--- src/rtl/execute_stage.sv ---
// execute_stage: MIPS EX stage with ALU, branch target, destination select,
// EX/MEM pipeline register and an iterative 32-cycle multiply/divide unit.
module execute_stage #(
    parameter int unsigned len = 32,
    parameter int unsigned NB  = $clog2(len)
) (
    input  logic           clk,
    input  logic           reset,
    input  logic [len-1:0] in_pc,
    input  logic [len-1:0] in_reg_a,
    input  logic [len-1:0] in_reg_b,
    input  logic [len-1:0] in_sign_extend,
    input  logic [NB-1:0]  in_rt,
    input  logic [NB-1:0]  in_rd,
    input  logic [6:0]     execute_bus,
    input  logic [7:0]     in_memory_bus,
    input  logic [1:0]     in_writeBack_bus,
    output logic [len-1:0] out_addr_mem,
    output logic [len-1:0] out_write_data,
    output logic [7:0]     out_memory_bus,
    output logic [1:0]     out_writeBack_bus,
    output logic [NB-1:0]  out_write_reg,
    output logic           out_zero_flag,
    output logic [len-1:0] out_pc_branch,
    output logic           stall
);
    localparam int unsigned CW = $clog2(len);

    localparam logic [4:0] OP_ADD   = 5'd0;
    localparam logic [4:0] OP_SUB   = 5'd1;
    localparam logic [4:0] OP_AND   = 5'd2;
    localparam logic [4:0] OP_OR    = 5'd3;
    localparam logic [4:0] OP_XOR   = 5'd4;
    localparam logic [4:0] OP_NOR   = 5'd5;
    localparam logic [4:0] OP_SLT   = 5'd6;
    localparam logic [4:0] OP_SLTU  = 5'd7;
    localparam logic [4:0] OP_SLL   = 5'd8;
    localparam logic [4:0] OP_SRL   = 5'd9;
    localparam logic [4:0] OP_SRA   = 5'd10;
    localparam logic [4:0] OP_LUI   = 5'd11;
    localparam logic [4:0] OP_MULT  = 5'd12;
    localparam logic [4:0] OP_MULTU = 5'd13;
    localparam logic [4:0] OP_DIV   = 5'd14;
    localparam logic [4:0] OP_DIVU  = 5'd15;
    localparam logic [4:0] OP_MFHI  = 5'd16;
    localparam logic [4:0] OP_MFLO  = 5'd17;

    typedef enum logic [1:0] {S_IDLE, S_RUN, S_DONE} state_t;

    state_t             state_q;
    logic [CW-1:0]      cnt_q;
    logic [len-1:0]     hi_q, lo_q;
    logic [2*len-1:0]   acc_q;
    logic [len-1:0]     opnd_q;
    logic [len-1:0]     dividend_q;
    logic               is_div_q, neg_res_q, neg_rem_q, div_zero_q;

    logic               alu_src, reg_dst;
    logic [4:0]         alu_op;
    logic [4:0]         shamt;
    logic [len-1:0]     op_b;
    logic [NB-1:0]      dest;
    logic [len-1:0]     result;
    logic               is_md, is_signed_md, is_div_op;
    logic               a_neg, b_neg;
    logic [len-1:0]     mag_a, mag_b;

    logic [len:0]       mul_sum;
    logic [len:0]       div_shift, div_diff;
    logic               div_ge;
    logic [2*len-1:0]   step;
    logic [2*len-1:0]   prod;
    logic [len-1:0]     quot_fix, rem_fix;
    logic [len-1:0]     hi_fin, lo_fin;

    assign alu_src = execute_bus[0];
    assign reg_dst = execute_bus[1];
    assign alu_op  = execute_bus[6:2];
    assign shamt   = in_sign_extend[10:6];
    assign op_b    = alu_src ? in_sign_extend : in_reg_b;
    assign dest    = reg_dst ? in_rd : in_rt;

    assign is_md        = (alu_op >= OP_MULT) && (alu_op <= OP_DIVU);
    assign is_signed_md = (alu_op == OP_MULT) || (alu_op == OP_DIV);
    assign is_div_op    = (alu_op == OP_DIV) || (alu_op == OP_DIVU);
    assign a_neg        = is_signed_md & in_reg_a[len-1];
    assign b_neg        = is_signed_md & op_b[len-1];
    assign mag_a        = a_neg ? -in_reg_a : in_reg_a;
    assign mag_b        = b_neg ? -op_b : op_b;

    // Upstream holds while a mul/div is starting or iterating; DONE releases it.
    assign stall = ((state_q == S_IDLE) && is_md) || (state_q == S_RUN);

    // Single-cycle ALU.
    always_comb begin
        result = '0;
        case (alu_op)
            OP_ADD:  result = in_reg_a + op_b;
            OP_SUB:  result = in_reg_a - op_b;
            OP_AND:  result = in_reg_a & op_b;
            OP_OR:   result = in_reg_a | op_b;
            OP_XOR:  result = in_reg_a ^ op_b;
            OP_NOR:  result = ~(in_reg_a | op_b);
            OP_SLT:  result = len'($signed(in_reg_a) < $signed(op_b));
            OP_SLTU: result = len'(in_reg_a < op_b);
            OP_SLL:  result = op_b << shamt;
            OP_SRL:  result = op_b >> shamt;
            OP_SRA:  result = $unsigned($signed(op_b) >>> shamt);
            OP_LUI:  result = len'({op_b[15:0], 16'h0000});
            OP_MFHI: result = hi_q;
            OP_MFLO: result = lo_q;
            default: result = '0;
        endcase
    end

    // One shift-add (multiply) or restoring-subtract (divide) iteration over
    // acc_q, plus sign correction of the result of the final iteration.
    always_comb begin
        mul_sum   = {1'b0, acc_q[2*len-1:len]} + (acc_q[0] ? {1'b0, opnd_q} : '0);
        div_shift = {acc_q[2*len-1:len], acc_q[len-1]};
        div_diff  = div_shift - {1'b0, opnd_q};
        div_ge    = div_shift >= {1'b0, opnd_q};
        if (is_div_q) begin
            step = {(div_ge ? div_diff[len-1:0] : div_shift[len-1:0]),
                    acc_q[len-2:0], div_ge};
        end else begin
            step = {mul_sum, acc_q[len-1:1]};
        end
        prod     = neg_res_q ? -step : step;
        quot_fix = neg_res_q ? -step[len-1:0] : step[len-1:0];
        rem_fix  = neg_rem_q ? -step[2*len-1:len] : step[2*len-1:len];
        if (is_div_q && div_zero_q) begin
            hi_fin = dividend_q;
            lo_fin = '1;
        end else if (is_div_q) begin
            hi_fin = rem_fix;
            lo_fin = quot_fix;
        end else begin
            hi_fin = prod[2*len-1:len];
            lo_fin = prod[len-1:0];
        end
    end

    // Mul/div sequencer and HI/LO registers.
    always_ff @(posedge clk) begin
        if (reset) begin
            state_q    <= S_IDLE;
            cnt_q      <= '0;
            hi_q       <= '0;
            lo_q       <= '0;
            acc_q      <= '0;
            opnd_q     <= '0;
            dividend_q <= '0;
            is_div_q   <= 1'b0;
            neg_res_q  <= 1'b0;
            neg_rem_q  <= 1'b0;
            div_zero_q <= 1'b0;
        end else begin
            case (state_q)
                S_IDLE: begin
                    if (is_md) begin
                        state_q    <= S_RUN;
                        cnt_q      <= '0;
                        is_div_q   <= is_div_op;
                        opnd_q     <= is_div_op ? mag_b : mag_a;
                        acc_q      <= {{len{1'b0}}, (is_div_op ? mag_a : mag_b)};
                        dividend_q <= in_reg_a;
                        neg_res_q  <= a_neg ^ b_neg;
                        neg_rem_q  <= a_neg;
                        div_zero_q <= (op_b == '0);
                    end
                end
                S_RUN: begin
                    acc_q <= step;
                    cnt_q <= cnt_q + CW'(1);
                    if (cnt_q == CW'(len - 1)) begin
                        hi_q    <= hi_fin;
                        lo_q    <= lo_fin;
                        state_q <= S_DONE;
                    end
                end
                S_DONE:  state_q <= S_IDLE;
                default: state_q <= S_IDLE;
            endcase
        end
    end

    // EX/MEM pipeline register; stalls and mul/div ops insert a bubble.
    always_ff @(posedge clk) begin
        if (reset || stall || is_md) begin
            out_addr_mem      <= '0;
            out_write_data    <= '0;
            out_memory_bus    <= '0;
            out_writeBack_bus <= '0;
            out_write_reg     <= '0;
            out_zero_flag     <= 1'b0;
            out_pc_branch     <= '0;
        end else begin
            out_addr_mem      <= result;
            out_write_data    <= in_reg_b;
            out_memory_bus    <= in_memory_bus;
            out_writeBack_bus <= in_writeBack_bus;
            out_write_reg     <= dest;
            out_zero_flag     <= (result == '0);
            out_pc_branch     <= in_pc + (in_sign_extend << 2);
        end
    end

endmodule

--- config.mk ---
export PLATFORM = sky130hd
export DESIGN_NAME = execute_stage
export DESIGN_NICKNAME = d
export VERILOG_FILES = /design/src/rtl/execute_stage.sv
export SDC_FILE = /design/constraint.sdc
export NUM_CORES = 2
export LEC_CHECK = 0
export ABC_AREA = 0
export ABC_CLOCK_PERIOD_IN_PS = 6950
export CORE_UTILIZATION = 45
export DETAILED_ROUTE_END_ITERATION = 10
export GPL_TIMING_DRIVEN = 0
export HOLD_SLACK_MARGIN = 0.1
export PLACE_DENSITY_LB_ADDON = 0.12
export SYNTH_ARGS = -nofsm -noshare
export SYNTH_HDL_FRONTEND = slang
export SYNTH_SLANG_ARGS = --single-unit
--- constraint.sdc ---
create_clock -name clk -period 6.95 [get_ports clk]
set_input_delay 0.695 -clock clk [delete_from_list [all_inputs] [get_ports clk]]
set_output_delay 0.695 -clock clk [all_outputs]
set_load 0.02 [all_outputs]
==> flow_metrics.tcl <==
set metrics [dict create \
    wl_met2_um 66600 \
    critPathKind "reg -> reg" \
    cts_tree "built" \
    cp_max_fo 19 \
    die_w_um 263 \
    fin_cells 5290 \
    final_layout_size_suffix_gt1_share_pct 7.34 \
    clock-sinks 315 \
    highest_layer "met5" \
    place_area_sq_um 34600 \
    port_buffers 264 \
    cp_data_required_time_ps 7390 \
    cts-root-buf "clkbuf_16" \
    worst_slew_pin_slew_ps 1620 \
    r2r_slack_ps -40 \
    first_iter_violations 6329 \
    synth_edf_count 0 \
    grt_antenna_before_repair 12 \
    num_vias 36764 \
    antenna_left 0 \
    design_area_sq_um 36200 \
    hold_ws_ps 460 \
    viasPerCell 6.95 \
    async_reset_ff_share_pct 0 \
    grt_pass1_vias 33375 \
    fin_ws_ps -37.5 \
    worstSetupStartpointType "flop" \
    areaGrowthSynthToFinish_pct 17.6 \
    clk_pin_slew_worst_paths_ps 60 \
    hold_path.class "reg -> reg" \
    dp_cells 5209 \
    grt_max_degree 20 \
    tns_ps -119 \
    p_per_area_nw_per_um2 189 \
    fill_cells 6741 \
    wl_per_cell_um 32.3 \
    h-tree-depth 2 \
    largest_reg_flops 64 \
    synth_area_sq_um 30800 \
    coreArea_sq_um 67400 \
    leakagePower_nw 14.0 \
    cts_made_buffers 40 \
    max_freq_mhz 143 \
    peakVddDrop_mv 0.191 \
    grt_pass1_wl_um 241000 \
    fin_crit_sh_pct 101 \
    final_common_cell "nor2_1" \
    period_needed_ps 6990 \
    die_area_sq_um 69400 \
    mostFrequentLayoutCells "nor2_1, a21oi_1, nand2_1" \
    synthFlopType "dfxtp_1" \
    syn_inst 4068 \
    drc 0 \
    ys_ff_latch 315 \
    rows 95 \
    wl_um 171000 \
    p_total_mw 6.83 \
    max_cap_violations 4 \
    fp.dieH_um 263 \
    yosysSeqAreaShare_pct 20.5 \
    crit_arrival_ps 7420 \
    synth_fp_nets 4426 \
    violations "capacitance limit, slew limit, setup timing" \
    grt_overflow 0 \
    timing.final.hold_violations 0 \
    hpwl_um 138000 \
    wl_met1_um 66400 \
    synth_cell_types 105 \
    wl_met3_um 26300 \
    maxSlewHeadroom_pct -8.62 \
    gp_congestion 1.10 \
    ys_warn_count 0 \
    first_pass_iters 11 \
    skew_ps 47.8 \
    nNetsFinal 4742 \
    multi_input_area_sq_um 22800 \
    setup_viol 5 \
    slew_violations 14 \
    endpoint_kind "flop" \
    initial_core_util_pct 45.6 \
    clk_path_buf_depth 3 \
    outcome "finished, violations left" \
    ioPinCount 270 \
    grt_util_all_layers_pct 47.3 \
    syn-mean-instance-area_sq_um 7.56 \
    regMostFlops "acc_q" \
    register_area_sq_um 6310 \
    clkLatencyLatePin_ps 640 \
]
## logic make-up (layout without fill, tap and decap cells)
group                    Yosys count  after routing  synth area share [%]
XOR/XNOR                         183            183                  5.21
other                              0              4                     0
AND/OR/NAND/NOR                 1348           1348                  20.8
buffers and inverters            475            820                  6.08
multiplexers                     247            247                  10.9
adder cells (fa/ha/maj)          201            201                  8.30
AO/OA/AOI/OAI                   1299           1299                  28.2
flip-flops                       315            315                  20.5
## critical path, cell delays in order (launching register included)
cell	delay (ps)
dfxtp_1	420
clkbuf_4	290
clkbuf_4	290
buf_2	330
buf_4	300
buf_6	260
buf_4	280
buf_4	310
clkbuf_8	280
mux2i_2	340
ha_1	270
o211ai_1	150
or4_1	610
or3_1	460
nand2b_2	290
or2_2	340
or3_1	480
a211oi_1	290
a211oi_1	150
xnor2_2	240
o21ai_1	280
a21oi_1	90
## per-stage QoR
step	setup slack (ps)	util, %
6_report	-37.5	53.7
4_1_cts	15.1	53.4
5_1_grt	-25.9	53.7
3_3_place_gp	-2290	51.2
2_1_floorplan	796	-
3_5_place_dp	-2260	51.3
## worst paths after layout
check | from | cells after the start | to
max | is_div_q | 21 | hi_q[18]
min reg2reg | dividend_q[10] | 2 | dividend_q[10]
min | dividend_q[10] | 2 | dividend_q[10]
max reg2reg | is_div_q | 21 | hi_q[18]
## Yosys cell counts, types with 52 or more instances
library cell | number | area, sq um
nor2_1 | 434 | 1630
a21oi_1 | 384 | 1920
nand2_1 | 348 | 1310
dfxtp_1 | 315 | 6310
o21ai_0 | 233 | 1170
clkbuf_1 | 226 | 848
ha_1 | 196 | 2450
inv_1 | 172 | 646
xnor2_1 | 132 | 1160
mux2i_1 | 128 | 1280
nor3_1 | 106 | 531
and2_1 | 104 | 651
nand3_1 | 78 | 390
mux4_2 | 63 | 1420
a221oi_1 | 58 | 508
a211oi_1 | 57 | 428
a222oi_1 | 55 | 551
a31oi_1 | 52 | 325
mux2_2 | 52 | 586
## where the power goes
part	switching (mW)	leakage, nW	total [mW]	internal [mW]
Sequential	0.0575	2.57	1.95	1.89
Combinational	1.77	10.8	2.68	0.907
Clock	0.944	0.652	2.20	1.25
Total	2.77	14.0	6.83	4.05
## routing by layer
layer,global-route usage [%],up-vias
li1,-,15750
met1,61.9,17475
met2,65.8,2895
met3,18.5,628
met4,25.9,16
met5,0,-
## cell type report
type	instances	area share [%]
timing repair buffer	276	7.59
antenna	4	0.0277
sequential	315	17.4
inverter	190	1.97
clock inverter	18	0.678
buffer	283	3.31
clock buffer	53	3.07
multi-input combinational	3278	62.9
tap	873	3.02
## what timing repair did
item | in CTS | in global routing
buffers inserted | 1 | 6
endpoints found under the setup margin | 27 | 10
pin swaps | 1 | 5
hold buffers | 0 | 0
endpoints found under the hold margin | 0 | 0
resized for setup | 33 | 22
Power figures use the tool's default switching activity.
